### config.mk
export PLATFORM = sky130hd
export DESIGN_NAME = div_seq
export DESIGN_NICKNAME = d
export VERILOG_FILES = /design/src/rtl/binary_pkg.sv /design/src/rtl/div_step.sv /design/src/rtl/div_seq.sv
export SDC_FILE = /design/constraint.sdc
export NUM_CORES = 1
export LEC_CHECK = 0
export CAP_MARGIN = 20
export CELL_PAD_IN_SITES_DETAIL_PLACEMENT = 1
export CELL_PAD_IN_SITES_GLOBAL_PLACEMENT = 2
export CORE_ASPECT_RATIO = 1.1
export CORE_MARGIN = 5
export CORE_UTILIZATION = 25
export DETAILED_ROUTE_END_ITERATION = 8
export PLACE_DENSITY = 0.72
export RECOVER_POWER = 50
export SKIP_CTS_REPAIR_TIMING = 1
export SLEW_MARGIN = 10
export SYNTH_ARGS = -nofsm -noshare
export SYNTH_HDL_FRONTEND = slang
export SYNTH_SLANG_ARGS = --single-unit
### constraint.sdc
create_clock -name clk -period 5.09 [get_ports clk]
set_input_delay 1.018 -clock clk [delete_from_list [all_inputs] [get_ports clk]]
set_output_delay 1.018 -clock clk [all_outputs]
set_load 0.03 [all_outputs]
### src/rtl/binary_pkg.sv
// Shared types and helpers for the binary primitives library (add/mul/div).
package binary_pkg;

    typedef enum logic [1:0] {
        IDLE = 2'd0,
        BUSY = 2'd1,
        DONE = 2'd2
    } div_state_e;

    // Iteration counter width; must hold WIDTH-1.
    function automatic int cnt_w(input int width);
        return (width < 2) ? 1 : $clog2(width);
    endfunction

endpackage

### src/rtl/div_step.sv
// One restoring shift-subtract iteration: shift in the dividend msb, subtract
// the divisor when it fits.
module div_step #(
    parameter int WIDTH = 32
) (
    input  logic [WIDTH-1:0] partial_i,
    input  logic             msb_i,
    input  logic [WIDTH-1:0] divisor_i,
    output logic [WIDTH-1:0] partial_o,
    output logic             qbit_o
);

    logic [WIDTH:0] shifted;

    // Compare at WIDTH+1 bits; the difference always fits back into WIDTH bits.
    assign shifted   = {partial_i, msb_i};
    assign qbit_o    = (shifted >= {1'b0, divisor_i});
    assign partial_o = qbit_o ? (shifted[WIDTH-1:0] - divisor_i) : shifted[WIDTH-1:0];

endmodule

### src/rtl/div_seq.sv
// Fixed-latency unsigned restoring divider: one quotient bit per cycle,
// done pulses WIDTH+1 cycles after an accepted go.
module div_seq
    import binary_pkg::*;
#(
    parameter int WIDTH = 32
) (
    input  logic             clk,
    input  logic             reset,
    input  logic             go,
    input  logic [WIDTH-1:0] left,
    input  logic [WIDTH-1:0] right,
    output logic             ready,
    output logic             done,
    output logic [WIDTH-1:0] quotient,
    output logic [WIDTH-1:0] remainder,
    output div_state_e       dbg_state
);

    localparam int CNT_W = cnt_w(WIDTH);

    div_state_e       state_q, state_d;
    logic [CNT_W-1:0] cnt_q, cnt_d;
    logic [WIDTH-1:0] dvd_q, dvd_d;
    logic [WIDTH-1:0] dsr_q, dsr_d;
    logic [WIDTH-1:0] part_q, part_d;
    logic [WIDTH-1:0] quo_q, quo_d;
    logic [WIDTH-1:0] rem_q, rem_d;

    logic [WIDTH-1:0] step_part;
    logic             step_qbit;

    div_step #(.WIDTH(WIDTH)) u_step (
        .partial_i (part_q),
        .msb_i     (dvd_q[WIDTH-1]),
        .divisor_i (dsr_q),
        .partial_o (step_part),
        .qbit_o    (step_qbit)
    );

    // Handshake: go is accepted on any edge where ready is high (IDLE or DONE);
    // a go seen while BUSY is dropped without sampling the operands.
    always_comb begin
        state_d = state_q;
        cnt_d   = cnt_q;
        dvd_d   = dvd_q;
        dsr_d   = dsr_q;
        part_d  = part_q;
        quo_d   = quo_q;
        rem_d   = rem_q;
        case (state_q)
            IDLE, DONE: begin
                if (go) begin
                    dvd_d   = left;
                    dsr_d   = right;
                    part_d  = '0;
                    cnt_d   = CNT_W'(WIDTH - 1);
                    state_d = BUSY;
                end else begin
                    state_d = IDLE;
                end
            end
            BUSY: begin
                // Dividend register doubles as the quotient shift register.
                part_d = step_part;
                dvd_d  = {dvd_q[WIDTH-2:0], step_qbit};
                if (cnt_q == '0) begin
                    quo_d   = {dvd_q[WIDTH-2:0], step_qbit};
                    rem_d   = step_part;
                    state_d = DONE;
                end else begin
                    cnt_d = cnt_q - 1'b1;
                end
            end
            default: state_d = IDLE;
        endcase
    end

    always_ff @(posedge clk) begin
        if (!reset) begin
            state_q <= IDLE;
            cnt_q   <= '0;
            dvd_q   <= '0;
            dsr_q   <= '0;
            part_q  <= '0;
            quo_q   <= '0;
            rem_q   <= '0;
        end else begin
            state_q <= state_d;
            cnt_q   <= cnt_d;
            dvd_q   <= dvd_d;
            dsr_q   <= dsr_d;
            part_q  <= part_d;
            quo_q   <= quo_d;
            rem_q   <= rem_d;
        end
    end

    assign ready     = (state_q != BUSY);
    assign done      = (state_q == DONE);
    assign quotient  = quo_q;
    assign remainder = rem_q;
    assign dbg_state = state_q;

endmodule

==> impl_summary.txt <==
----------------------------------------------------
[Place]
  Total placed cells including tap cells ... 1,557
  Input/output buffers ... 134
  Post-detail-place hpwl ... 19,010 um
  Routability congestion estimate ... 0.8153

[Route]
  First-iteration detailed-routing DRC count ... 279
  Post-DR vias/cell ... 4.737
  Count of antenna-violating nets left after detailed routing ... 0
  Final routed wire length divided by cell count ... 16.60 um
  Overall via count from detail_route ... 7,522
  Detailed Routing Iterations Pass 1 ... 4
  DR DRC count ... 0
  Aggregate routed wire length ... 26,360 um

[Yosys]
  Fraction of registers with async set/reset ... 0
  Share of Yosys cell area claimed by the top area cell type ... 0.4095
  Most area-hungry cell type in the Yosys netlist ... dfxtp_1
  Cell area after synthesis ... 8164 um^2
  Cells after Synth ... 1,058
  Sequential element share of the synthesized area ... 0.4095
  Mean instance size in the synthesized netlist ... 7.717 um^2
  Synthesized net count ... 1,160
  Largest cells by area after synthesis ... dfxtp_1, nand2_1, a21oi_1
  Register bit total from synthesis ... 167
  Synth cell types ... 54
  Number of warnings reported in the yosys synthesis log ... 0
  Number of enable-type register cells in the synthesized netlist ... 0
  Primary FF master, synth ... dfxtp_1

[Worst setup path]
  Worst r2r dst ... part_q[23]$_SDFFE_PN0P_
  Crit Path Max Fanout ... 38
  Arrival time of data at the critical path endpoint ... 4320 ps
  Required time of the worst setup path ... 5440 ps
  Worst Reg-to-Reg Cells ... 11
  Critical path endpoint category ... register
  Critical path class ... in -> reg
  CP Launch Type ... primary input
  Setup crit end ... dvd_q[29]$_SDFFE_PN0P_
  Startpoint of the lowest-slack register-to-register path ... dsr_q[12]$_SDFFE_PN0P_
  Crit path launch ... go
  Flop2flop setup slack ... 1700 ps

[Layout]
  Share of layout cells above drive strength 1 ... 0.04991
  Synthesis-to-finish area growth ... 28.52%
  Top library cells by usage in the layout, fill and taps aside ... nand2_1, dfxtp_1, a21oi_1
  Layout filler cell count ... 3,862
  Number of nets in the layout ... 1,252
  Filler-free cell count of the finished design ... 1,588
  Most common cell after layout, fill and taps aside ... nand2_1
  Antenna diodes ... 0

[Power]
  Switching Fraction ... 0.4523
  Sequential power share ... 0.216
  Leakage power of the design ... 4.042 nW
  Combinational group share of total power ... 0.601
  Switch Pwr ... 3.443 mW
  Int Pwr ... 4.168 mW
  Power share of the clock group ... 0.183
  P per Cell Area ... 725.4 nW/um^2
  Peak VDD IR ... 0.0003801 V

[Run status]
  Violated checks ... capacitance limit, slew limit
  Result of the run ... finished with violations

[Timing]
  Clock Skews ... 18.72 ps
  Normalized max-slew margin ... -0.3001
  Setup-violating endpoint count in the final report ... 0
  Slew @ Worst Pin ... 1950 ps
  RSZ-0062 raised after global routing ... false
  Accumulated negative setup slack ... 0 ps
  Post-route minimum period ... 3963 ps
  Hold violation count in the final report ... 0
  Post-route clock period utilization ... 0.7786
  Fmax ... 252.3 MHz
  Final Max Slew Viols ... 73

[CTS]
  Post-CTS clock slew at the launch and capture registers of the worst setup and hold paths ... 70 ps
  Clock latency reported for the late side of the worst-skew pair ... 440 ps
  Maximum count of clock buffers along a single path ... 2
  Root buffer cell ... clkbuf_16
  Number of clock sinks seen by CTS ... 167
  TritonCTS clock tree ... done
  Level count of the clock H-tree ... 4
  Cts bufs inserted ... 17

[GRT]
  Largest net degree at the start of global routing ... 120
  Global-route wire length before repair ... 43,070 um
  Overflow left after global routing ... 0
  Initial antenna violation count ... 2
  Overall global routing resource usage ... 0.1470
  Vias in the first global route ... 8,033

[Floorplan]
  X dimension of the die ... 182.3 um
  Number of core rows ... 69
  Starting density of the core ... 0.2528
  Core area ... 32,290 um^2
  Area of the die ... 36,370 um^2
  Top-level I/O count ... 135
  DIE HEIGHT ... 199.5 um

[Run]
  Total of max-cap violations ... 2

[Min path]
  Worst Hold Class ... reg -> reg

----------------------------------------------------
-- final cells by class --
cell class                      count  area (um^2)  share of cell area
Timing Repair Buffer              150         1475              0.1406
Tap cell                          426        533.0             0.05080
Clock buffer                       20        446.7             0.04257
Clock inverter                     11        171.4             0.01634
Sequential cell                   167         3343              0.3186
Multi-Input combinational cell    777         4383              0.4177
Inverter                           37        140.1             0.01336
-- stage by stage --
stage / power [mW] / utilization / worst slack [ps] / hold slack (ps) / instance area (um^2)
2_1_floorplan: 5.155 / - / 2332 / 436.3 / 8164
3_3_place_gp: 6.251 / 0.3058 / 1786 / 444.5 / 9873
3_5_place_dp: 6.292 / 0.3064 / 1639 / 448.4 / 9893
4_1_cts: 7.745 / 0.3255 / 1628 / 457.9 / 10510
5_1_grt: 8.274 / 0.3250 / 745.3 / 473.0 / 10490
6_report: 7.611 / 0.3250 / 1127 / 453.4 / 10490
-- layer usage --
layer	global-route usage	vias up	part of all wire	wire length, um
li1	-	3804	-	-
met1	0.1830	3591	0.46	12200
met2	0.2511	109	0.48	12660
met3	0.04624	14	0.048	1257
met4	0.03169	4	0.0079	207
met5	0	-	0.0012	32
-- state kept, by name (all words and copies together), names as in the netlist --
signal and flops:
dbg_state 2, cnt_q 5, dsr_q 32, dvd_q 32, remainder 32, quotient 32, part_q 32
-- how the worst min path moves through the flow --
stage               slack (ps)                   endpoint                 startpoint  depth (start not counted)
floorplan                  440     dsr_q[10]$_SDFFE_PN0P_     dsr_q[10]$_SDFFE_PN0P_                          2
global placement           440     dsr_q[14]$_SDFFE_PN0P_     dsr_q[14]$_SDFFE_PN0P_                          2
detailed placement         450      dsr_q[2]$_SDFFE_PN0P_      dsr_q[2]$_SDFFE_PN0P_                          2
CTS                        460      dsr_q[2]$_SDFFE_PN0P_      dsr_q[2]$_SDFFE_PN0P_                          2
global route               470     dsr_q[10]$_SDFFE_PN0P_     dsr_q[10]$_SDFFE_PN0P_                          2
finish                     450  quotient[10]$_SDFFE_PN0P_  quotient[10]$_SDFFE_PN0P_                          2
-- kinds of logic (layout without fill, tap and decap cells) --
family,count (synthesis),in the layout,share of synthesized area
xor+xnor,31,31,0.03326
buf+inv,114,218,0.05471
mux,17,17,0.02100
compound gates,303,303,0.2316
simple gates,391,391,0.1954
fa+ha+maj,35,35,0.05456
flops,167,167,0.4095
-- cell usage after synthesis, types with 7 or more instances --
| cell | number |
|---|---|
| a211oi_1 | 22 |
| a21o_1 | 15 |
| a21oi_1 | 115 |
| a311oi_1 | 32 |
| clkbuf_1 | 63 |
| dfxtp_1 | 167 |
| ha_1 | 34 |
| inv_1 | 37 |
| mux2i_1 | 16 |
| nand2_1 | 270 |
| nand2b_1 | 7 |
| nand3_1 | 7 |
| nand4_1 | 11 |
| nor2_1 | 67 |
| nor2b_1 | 7 |
| nor3_1 | 8 |
| o21a_1 | 10 |
| o21ai_0 | 67 |
| o21ai_1 | 10 |
| xnor2_1 | 20 |
| xor2_1 | 11 |
-- critical path, cell delays in order --
cell	delay, ps
dlygate4sd3_1	550
nor2b_1	740
clkbuf_1	1450
nand2_1	200
a311oi_1	320
-- power groups by stage --
stage               Combinational, mW  Sequential, mW  Clock (mW)
global route                     5.11            1.67        1.50
finish                           4.57            1.64        1.40
global placement                 4.58            1.67           0
floorplan                        3.48            1.67           0
detailed placement               4.62            1.67           0
CTS                              4.65            1.65        1.45
(Power assumes the default switching activity.)
